<file path="src/rtl/sha256_multiblock_if.sv">
// Memory-port and control bundle for sha256_multiblock.
// master = the hasher; slave = memory/controller side.
interface sha256_multiblock_if;
  logic        start;
  logic [15:0] message_addr;
  logic [15:0] output_addr;
  logic        done;
  logic        mem_clk;
  logic        mem_we;
  logic [15:0] mem_addr;
  logic [31:0] mem_write_data;
  logic [31:0] mem_read_data;

  modport master (
    input  start, message_addr, output_addr, mem_read_data,
    output done, mem_clk, mem_we, mem_addr, mem_write_data
  );

  modport slave (
    output start, message_addr, output_addr, mem_read_data,
    input  done, mem_clk, mem_we, mem_addr, mem_write_data
  );
endinterface

</file>
<file path="src/rtl/sha256_multiblock.sv">
// SHA-256 over NUM_OF_WORDS memory words with internal padding; digest written back to memory.
// Latency 66*NUM_BLOCKS+8 cycles from accepted start; start is ignored while busy (done low).
module sha256_multiblock #(
  parameter int NUM_OF_WORDS = 20
) (
  input  logic                  clk,
  input  logic                  reset_n,
  sha256_multiblock_if.master   bus
);

  localparam int          NUM_BLOCKS = (NUM_OF_WORDS + 2) / 16 + 1;
  localparam logic [11:0] MSG_WORDS  = 12'(NUM_OF_WORDS);
  localparam logic [11:0] LEN_IDX    = 12'(16 * NUM_BLOCKS - 1);
  localparam logic [31:0] LEN_BITS   = 32'(32 * NUM_OF_WORDS);
  localparam logic [7:0]  LAST_BLK   = 8'(NUM_BLOCKS - 1);

  localparam logic [31:0] IV [8] = '{
    32'h6a09e667, 32'hbb67ae85, 32'h3c6ef372, 32'ha54ff53a,
    32'h510e527f, 32'h9b05688c, 32'h1f83d9ab, 32'h5be0cd19
  };

  localparam logic [31:0] K [64] = '{
    32'h428a2f98, 32'h71374491, 32'hb5c0fbcf, 32'he9b5dba5, 32'h3956c25b, 32'h59f111f1, 32'h923f82a4, 32'hab1c5ed5,
    32'hd807aa98, 32'h12835b01, 32'h243185be, 32'h550c7dc3, 32'h72be5d74, 32'h80deb1fe, 32'h9bdc06a7, 32'hc19bf174,
    32'he49b69c1, 32'hefbe4786, 32'h0fc19dc6, 32'h240ca1cc, 32'h2de92c6f, 32'h4a7484aa, 32'h5cb0a9dc, 32'h76f988da,
    32'h983e5152, 32'ha831c66d, 32'hb00327c8, 32'hbf597fc7, 32'hc6e00bf3, 32'hd5a79147, 32'h06ca6351, 32'h14292967,
    32'h27b70a85, 32'h2e1b2138, 32'h4d2c6dfc, 32'h53380d13, 32'h650a7354, 32'h766a0abb, 32'h81c2c92e, 32'h92722c85,
    32'ha2bfe8a1, 32'ha81a664b, 32'hc24b8b70, 32'hc76c51a3, 32'hd192e819, 32'hd6990624, 32'hf40e3585, 32'h106aa070,
    32'h19a4c116, 32'h1e376c08, 32'h2748774c, 32'h34b0bcb5, 32'h391c0cb3, 32'h4ed8aa4a, 32'h5b9cca4f, 32'h682e6ff3,
    32'h748f82ee, 32'h78a5636f, 32'h84c87814, 32'h8cc70208, 32'h90befffa, 32'ha4506ceb, 32'hbef9a3f7, 32'hc67178f2
  };

  typedef enum logic [2:0] {IDLE, BLOCK, COMPUTE, UPDATE, WRITE} state_t;

  function automatic logic [31:0] ror(input logic [31:0] x, input int n);
    return (x >> n) | (x << (32 - n));
  endfunction

  function automatic logic [31:0] ep0(input logic [31:0] x);
    return ror(x, 2) ^ ror(x, 13) ^ ror(x, 22);
  endfunction

  function automatic logic [31:0] ep1(input logic [31:0] x);
    return ror(x, 6) ^ ror(x, 11) ^ ror(x, 25);
  endfunction

  function automatic logic [31:0] sig0(input logic [31:0] x);
    return ror(x, 7) ^ ror(x, 18) ^ (x >> 3);
  endfunction

  function automatic logic [31:0] sig1(input logic [31:0] x);
    return ror(x, 17) ^ ror(x, 19) ^ (x >> 10);
  endfunction

  state_t      state, state_nxt;
  logic [5:0]  t;
  logic [7:0]  blk;
  logic [2:0]  k;
  logic [15:0] msg_base;
  logic [15:0] out_base;
  logic [31:0] h_reg [8];
  logic [31:0] va, vb, vc, vd, ve, vf, vg, vh;
  logic [31:0] w_buf [16];

  logic [11:0] g_idx;
  logic [15:0] blk_addr;
  logic [31:0] w_msg, w_sched, w_t, t1, t2;

  assign g_idx    = {blk, t[3:0]};
  assign blk_addr = msg_base + {4'b0, blk, 4'b0};

  // Padding and length words are synthesised here instead of being fetched.
  always_comb begin
    w_msg = 32'h0;
    if (g_idx < MSG_WORDS)
      w_msg = bus.mem_read_data;
    else if (g_idx == MSG_WORDS)
      w_msg = 32'h80000000;
    else if (g_idx == LEN_IDX)
      w_msg = LEN_BITS;
  end

  // w_buf[0] holds W[t-16], w_buf[15] holds W[t-1].
  assign w_sched = w_buf[0] + sig0(w_buf[1]) + w_buf[9] + sig1(w_buf[14]);
  assign w_t     = (t[5:4] == 2'b00) ? w_msg : w_sched;
  assign t1      = vh + ep1(ve) + ((ve & vf) ^ (~ve & vg)) + K[t] + w_t;
  assign t2      = ep0(va) + ((va & vb) ^ (va & vc) ^ (vb & vc));

  assign bus.done    = (state == IDLE);
  assign bus.mem_clk = clk;

  always_ff @(posedge clk or negedge reset_n) begin
    if (!reset_n)
      state <= IDLE;
    else
      state <= state_nxt;
  end

  // Memory outputs decode straight from state so reset silences them immediately.
  always_comb begin
    state_nxt          = state;
    bus.mem_we         = 1'b0;
    bus.mem_addr       = 16'h0;
    bus.mem_write_data = 32'h0;
    case (state)
      IDLE: begin
        if (bus.start)
          state_nxt = BLOCK;
      end
      BLOCK: begin
        bus.mem_addr = blk_addr;
        state_nxt    = COMPUTE;
      end
      COMPUTE: begin
        if (t < 6'd15)
          bus.mem_addr = blk_addr + {10'b0, t} + 16'd1;
        if (t == 6'd63)
          state_nxt = UPDATE;
      end
      UPDATE: begin
        state_nxt = (blk == LAST_BLK) ? WRITE : BLOCK;
      end
      WRITE: begin
        bus.mem_we         = 1'b1;
        bus.mem_addr       = out_base + {13'b0, k};
        bus.mem_write_data = h_reg[k];
        if (k == 3'd7)
          state_nxt = IDLE;
      end
      default: state_nxt = IDLE;
    endcase
  end

  always_ff @(posedge clk or negedge reset_n) begin
    if (!reset_n) begin
      t        <= 6'd0;
      blk      <= 8'd0;
      k        <= 3'd0;
      msg_base <= 16'h0;
      out_base <= 16'h0;
      va <= 32'h0; vb <= 32'h0; vc <= 32'h0; vd <= 32'h0;
      ve <= 32'h0; vf <= 32'h0; vg <= 32'h0; vh <= 32'h0;
      for (int i = 0; i < 8; i++)
        h_reg[i] <= 32'h0;
      for (int i = 0; i < 16; i++)
        w_buf[i] <= 32'h0;
    end else begin
      case (state)
        IDLE: begin
          if (bus.start) begin
            msg_base <= bus.message_addr;
            out_base <= bus.output_addr;
            blk      <= 8'd0;
            k        <= 3'd0;
            for (int i = 0; i < 8; i++)
              h_reg[i] <= IV[i];
          end
        end
        BLOCK: begin
          t  <= 6'd0;
          va <= h_reg[0]; vb <= h_reg[1]; vc <= h_reg[2]; vd <= h_reg[3];
          ve <= h_reg[4]; vf <= h_reg[5]; vg <= h_reg[6]; vh <= h_reg[7];
        end
        COMPUTE: begin
          t  <= t + 6'd1;
          vh <= vg;
          vg <= vf;
          vf <= ve;
          ve <= vd + t1;
          vd <= vc;
          vc <= vb;
          vb <= va;
          va <= t1 + t2;
          for (int i = 0; i < 15; i++)
            w_buf[i] <= w_buf[i + 1];
          w_buf[15] <= w_t;
        end
        UPDATE: begin
          h_reg[0] <= h_reg[0] + va;
          h_reg[1] <= h_reg[1] + vb;
          h_reg[2] <= h_reg[2] + vc;
          h_reg[3] <= h_reg[3] + vd;
          h_reg[4] <= h_reg[4] + ve;
          h_reg[5] <= h_reg[5] + vf;
          h_reg[6] <= h_reg[6] + vg;
          h_reg[7] <= h_reg[7] + vh;
          k        <= 3'd0;
          if (blk != LAST_BLK)
            blk <= blk + 8'd1;
        end
        WRITE: begin
          k <= k + 3'd1;
        end
        default: ;
      endcase
    end
  end

endmodule

</file>
<file path="src/flat_wrapper.sv">
// flat-port wrapper written by rule: the top's interface ports become plain ports
module sha256_multiblock_flat 
#(
  parameter int NUM_OF_WORDS = 20
)
  (clk, reset_n, bus_start, bus_message_addr, bus_output_addr, bus_mem_read_data, bus_done, bus_mem_clk, bus_mem_we, bus_mem_addr, bus_mem_write_data);
  sha256_multiblock_if bus_i ();
  input  logic clk;
  input  logic reset_n;
  input wire logic [$bits(bus_i.start)-1:0] bus_start;
  input wire logic [$bits(bus_i.message_addr)-1:0] bus_message_addr;
  input wire logic [$bits(bus_i.output_addr)-1:0] bus_output_addr;
  input wire logic [$bits(bus_i.mem_read_data)-1:0] bus_mem_read_data;
  output wire logic [$bits(bus_i.done)-1:0] bus_done;
  output wire logic [$bits(bus_i.mem_clk)-1:0] bus_mem_clk;
  output wire logic [$bits(bus_i.mem_we)-1:0] bus_mem_we;
  output wire logic [$bits(bus_i.mem_addr)-1:0] bus_mem_addr;
  output wire logic [$bits(bus_i.mem_write_data)-1:0] bus_mem_write_data;
  assign bus_i.start = bus_start;
  assign bus_i.message_addr = bus_message_addr;
  assign bus_i.output_addr = bus_output_addr;
  assign bus_i.mem_read_data = bus_mem_read_data;
  assign bus_done = bus_i.done;
  assign bus_mem_clk = bus_i.mem_clk;
  assign bus_mem_we = bus_i.mem_we;
  assign bus_mem_addr = bus_i.mem_addr;
  assign bus_mem_write_data = bus_i.mem_write_data;
  sha256_multiblock #(.NUM_OF_WORDS(NUM_OF_WORDS)) u_core (.clk(clk), .reset_n(reset_n), .bus(bus_i));
endmodule
</file>
<file path="config.mk">
export PLATFORM = sky130hd
export DESIGN_NAME = sha256_multiblock_flat
export DESIGN_NICKNAME = d
export VERILOG_FILES = /design/src/rtl/sha256_multiblock_if.sv /design/src/rtl/sha256_multiblock.sv /design/src/flat_wrapper.sv
export SDC_FILE = /design/constraint.sdc
export NUM_CORES = 2
export LEC_CHECK = 0
export BUFFER_PORTS_ARGS = -buffer_cell sky130_fd_sc_hd__clkbuf_2
export CAP_MARGIN = 10
export CORE_UTILIZATION = 60
export CTS_CLUSTER_SIZE = 16
export DETAILED_ROUTE_END_ITERATION = 16
export PLACE_DENSITY = 0.82
export SLEW_MARGIN = 15
export SYNTH_ARGS = -nofsm -noshare
export SYNTH_HDL_FRONTEND = slang
export SYNTH_SLANG_ARGS = --single-unit
export TNS_END_PERCENT = 30
</file>
<file path="constraint.sdc">
create_clock -name clk -period 13 [get_ports clk]
set_clock_uncertainty 0.2 [all_clocks]
set_input_delay 2.6 -clock clk [delete_from_list [all_inputs] [get_ports clk]]
set_output_delay 2.6 -clock clk [all_outputs]
set_load 0.005 [all_outputs]
</file>
; ---- After elaboration in Yosys (flattened, before gate mapping)
; Memories as Yosys holds them, arrays and structs flattened.
; Cells that the tools add are included.
[op_classes]
n_addsub = 25
muxes = 34
n_bitwise = 29
eq_ne = 14
order_cmp = 4
reduce_logical = 10
[op_table]
columns = cell, count
row1 = adder 32 bit, 18
row2 = case mux 256 bit (2 select lines), 1
row3 = case mux 32 bit (2 select lines), 8
row4 = bitwise XOR 32 bit, 9
row5 = 2-to-1 mux 256 bit, 1
row6 = 2-to-1 mux 32 bit, 8
row7 = bitwise AND 32 bit, 5
row8 = binary-select mux 32 bit (select 3 bit), 1
row9 = case mux 16 bit (3 select lines), 1
row10 = NOT 32 bit, 1
row11 = bitwise OR 10 x 32 -> 32 bit, 1
row12 = bitwise OR 13 x 32 -> 32 bit, 1
row13 = bitwise OR 14 x 32 -> 32 bit, 1
row14 = bitwise OR 15 x 32 -> 32 bit, 1
row15 = bitwise OR 19 x 32 -> 32 bit, 1
row16 = bitwise OR 21 x 32 -> 32 bit, 1
row17 = bitwise OR 25 x 32 -> 32 bit, 1
row18 = bitwise OR 26 x 32 -> 32 bit, 1
row19 = bitwise OR 30 x 32 -> 32 bit, 1
row20 = bitwise OR 7 x 32 -> 32 bit, 1
row21 = bitwise XOR 32 x 22 -> 32 bit, 1
row22 = bitwise XOR 32 x 29 -> 32 bit, 1
row23 = == test 12 x 5 -> 1 bit (second input constant), 2
row24 = adder 16 x 1 -> 16 bit (second input constant), 1
row25 = other kinds (35), 48
[word_totals]
input_bits = 67
word_cells = 155
output_inout_bits = 51
rom_bits = 2048
reg_bits = 1076
mem_count = 1
[mem_list]
columns = name, depth, word_bits, rd, rd_ports_with_merged_regs, write_ports, line
row1 = (name not given), 64, 32, 1, 0, 0, sha256_multiblock.sv:86  ; assign t1 = vh + ep1(ve) + ((ve & vf) ^ (~ve & vg)) + K[t] + w_t;

; ---- Depth between registers and ports, before layout
[logic_depth]
ltp_word = 10
mapped_depth = 46
mapped_depth_nobuf = 45

==> out/qor.csv <==
stage;metric;value;unit
route;drtAntennaViolNets;0;
final_layout;final_nets;8947;
synth;synth_edf_count;0;
route;drc;0;
sta;slew_headroom;12.8;%
synth;syn_area_per_cell;8.54;µm²
synth;post_synth_instance_area;0.0721;mm²
worst_setup_path;worst_path_max_delay_cell;dfrtp_1;
clocking;tritoncts;done;
route;post_drt_wl_per_cell;24.7;µm
floorplanning;die_h;349;µm
power_and_ir_drop;power.density;90.6;mW/mm²
synth;syn_inst;8445;
sta;fin_crit;11.01;ns
global_route;grt_max_degree;240;
sta;slew_viol_final;0;
placed_design;io_buffers;117;
sta;hold_viol;0;
worst_setup_path;crit_fanout;19;
global_route;antenna_found_initial;13;
route;totalWireLength;246;mm
worst_setup_path;worst-setup-path-type;reg2reg;
floorplanning;pin_count;118;
floorplanning;fp.dieW;349;µm
synth;seq_area_frac_synth;37.3;%
status;status;finished clean;
sta;layout_worst_path_cycle_share;84.7;%
clocking;ctsHoldBuffers;0;
synth;async_flop_share;100;%
clocking;clk_latency;0.80;ns
route;vias;63400;
clocking;numCtsBuffers;116;
worst_setup_path;endpoint_kind;flip-flop;
synth;ys_types;91;
power_and_ir_drop;ir_drop;124;µV
sta;totalNegativeSetupSlack;0;ns
sta;finalSetupViolCount;0;
clocking;cts_root_buf;clkbuf_16;
synth;synth_fp_nets;9134;
clocking;htreeDepth;3;
sta;max_freq;0.0908;GHz
floorplanning;rows;126;
job;cap_violations;0;
placed_design;dpl.hpwl;180;mm
placed_design;dp_slack;2.17;ns
sta;rsz0062_at_grt;false;
worst_setup_path;cp.required;13.42;ns
final_layout;largest_reg_flops;512;
power_and_ir_drop;p_leak;37.7;nW
placed_design;finalWeightedCongestion;1.04;
global_route;grt_pass1_wl;372;mm
floorplanning;start_util;60.8;%
route;drt_pass1_iterations;6;
final_layout;drive_gt1_share;6.34;%
final_layout;syn_to_final_growth;7.74;%
route;drtIter0Drc;7809;
clocking;cts_max_path_buffers;3;
worst_setup_path;arrival;11.43;ns
hold_path;hold_class;reg2reg;
synth;synth-seq-cells;1076;
sta;worst_pin_slew;1.27;ns
floorplanning;core_area;0.119;mm²
sta;postLayoutSetupSlackWorst;1.99;ns
clocking;path_clk_slew;0.06;ns
clocking;cts_setup_buffers;0;
global_route;grt_overflow;0;
global_route;grtUsageTotal;40.3;%
synth;ys_warn_count;0;
synth;synthFlopType;dfrtp_1;
clocking;cts-resized-gates;0;
worst_setup_path;cp-start-kind;flip-flop;
worst_setup_path;cpPeakStageDelay;0.85;ns
route;avgViaCountPerCell;6.37;
worst_setup_path;ff2ff_setup_slack;1.99;ns
floorplanning;die_area;0.122;mm²
worst_setup_path;cpMostUsedCell;inv_1;
global_route;grt_pass1_vias;60200;
metal layers:
layer  GRT usage (%)  vias to the layer above  part of all wire, %
li1                -                    28200                    -
met1            54.2                    31300                   39
met2            61.5                     3196                   45
met3            8.54                      698                   10
met4            21.3                       14                  6.1
met5               0                        -                0.037
synthesized netlist by cell type, types with 10 or more instances:
cell type,count,share of area [%]
mux2i_1,74,1.0
a31oi_1,257,2.2
nand2b_1,66,0.57
buf_1,43,0.22
a21oi_1,491,3.4
o311ai_0,16,0.19
nor3_1,61,0.42
dfrtp_1,1076,37
ha_1,422,7.3
clkbuf_1,454,2.4
o31ai_1,35,0.36
nand3_1,101,0.70
o21ai_1,20,0.14
o22ai_1,52,0.45
nand2_1,2255,12
nor2b_1,38,0.33
o22a_1,22,0.27
o2111ai_1,10,0.12
xnor2_1,387,4.7
mux2_2,10,0.16
and3_1,33,0.29
a22oi_1,23,0.24
or2_2,13,0.11
a31o_2,12,0.15
xor2_1,225,2.7
mux4_2,69,2.2
a311oi_1,10,0.12
a211o_1,16,0.19
o21ai_0,417,2.9
o21a_1,42,0.44
nor2_1,579,3.0
nand4_1,21,0.18
a221oi_1,12,0.15
nor4_1,14,0.12
a21o_1,218,2.3
fa_1,200,5.5
inv_1,329,1.7
maj3_1,17,0.24
or3_1,28,0.24
o21bai_1,60,0.62
and2_1,21,0.18
a211oi_1,36,0.37
o211ai_1,35,0.36
worst max-delay path: cells and delay by family (launching register included):
kind | cells | cell delay (ns)
XOR/XNOR | 1 | 0.23
flip-flops | 1 | 0.85
adder cells (fa/ha/maj) | 8 | 3.80
buffers and inverters | 6 | 0.69
AND/OR/NAND/NOR | 8 | 1.51
AO/OA/AOI/OAI | 16 | 3.60
layout make-up:
cell class,instances,area (µm²)
Timing Repair Buffer,193,1280
Multi-Input combinational cell,6538,42200
Antenna cell,4,10.0
Inverter,332,1250
Sequential cell,1076,26900
Clock buffer,169,3390
Tap cell,1600,2000
Fill cell,9698,41000
Clock inverter,48,706
final timing paths:
check,from,endpoint,cells after the start
max,u_core.t[1],u_core.va[28],39
min,u_core.w_buf[97],u_core.w_buf[129],2
max reg2reg,u_core.t[1],u_core.va[28],39
min reg2reg,u_core.w_buf[97],u_core.w_buf[129],2
max in group asynchronous,reset_n,u_core.h_reg[197],3
min in group asynchronous,reset_n,u_core.msg_base[2],1
cell usage in the layout (no fill, tap or decap), types with 60 or more instances in the layout:
cell type  netlist  routed
nor2_1         579     578
clkbuf_2         0     116
nand2b_1        66      66
o21bai_1        60      60
clkbuf_16        0     117
inv_1          329     329
nand2_1       2255    2252
xor2_1         225     225
o21ai_0        417     417
xnor2_1        387     387
dfrtp_1       1076    1069
a31oi_1        257     257
mux4_2          69      69
a21oi_1        491     491
a21o_1         218     218
mux2i_1         74      74
ha_1           422     422
fa_1           200     200
buf_4            1      68
nand3_1        101     101
per-stage QoR:
step | hold slack (ns) | cells | power [mW] | util [%] | instance area (µm²)
final | 0.232 | 9960 | 7.04 | 65.5 | 77700
after global routing | 0.266 | 9957 | 7.20 | 65.5 | 77700
after CTS | 0.238 | 9956 | 7.07 | 65.5 | 77700
after detailed placement | 0.248 | 9740 | 3.55 | 62.0 | 73600
after global placement | 0.244 | 9740 | 3.55 | 62.0 | 73600
after floorplan | 0.235 | 8445 | 3.46 | - | 72100
cells by family after synthesis:
group / Yosys count / share of synthesized area, %
XOR/XNOR: 614 / 7.48
AND/OR/NAND/NOR: 3258 / 18.2
buffers and inverters: 831 / 4.33
flip-flops: 1076 / 37.3
adder cells (fa/ha/maj): 639 / 13.1
AO/OA/AOI/OAI: 1874 / 16.2
multiplexers: 153 / 3.34
where the power goes:
part	switching [mW]	internal (mW)
registers	0.00641	3.35
clock network	1.50	2.06
logic	0.0950	0.0272
Power figures use the tool's default switching activity.
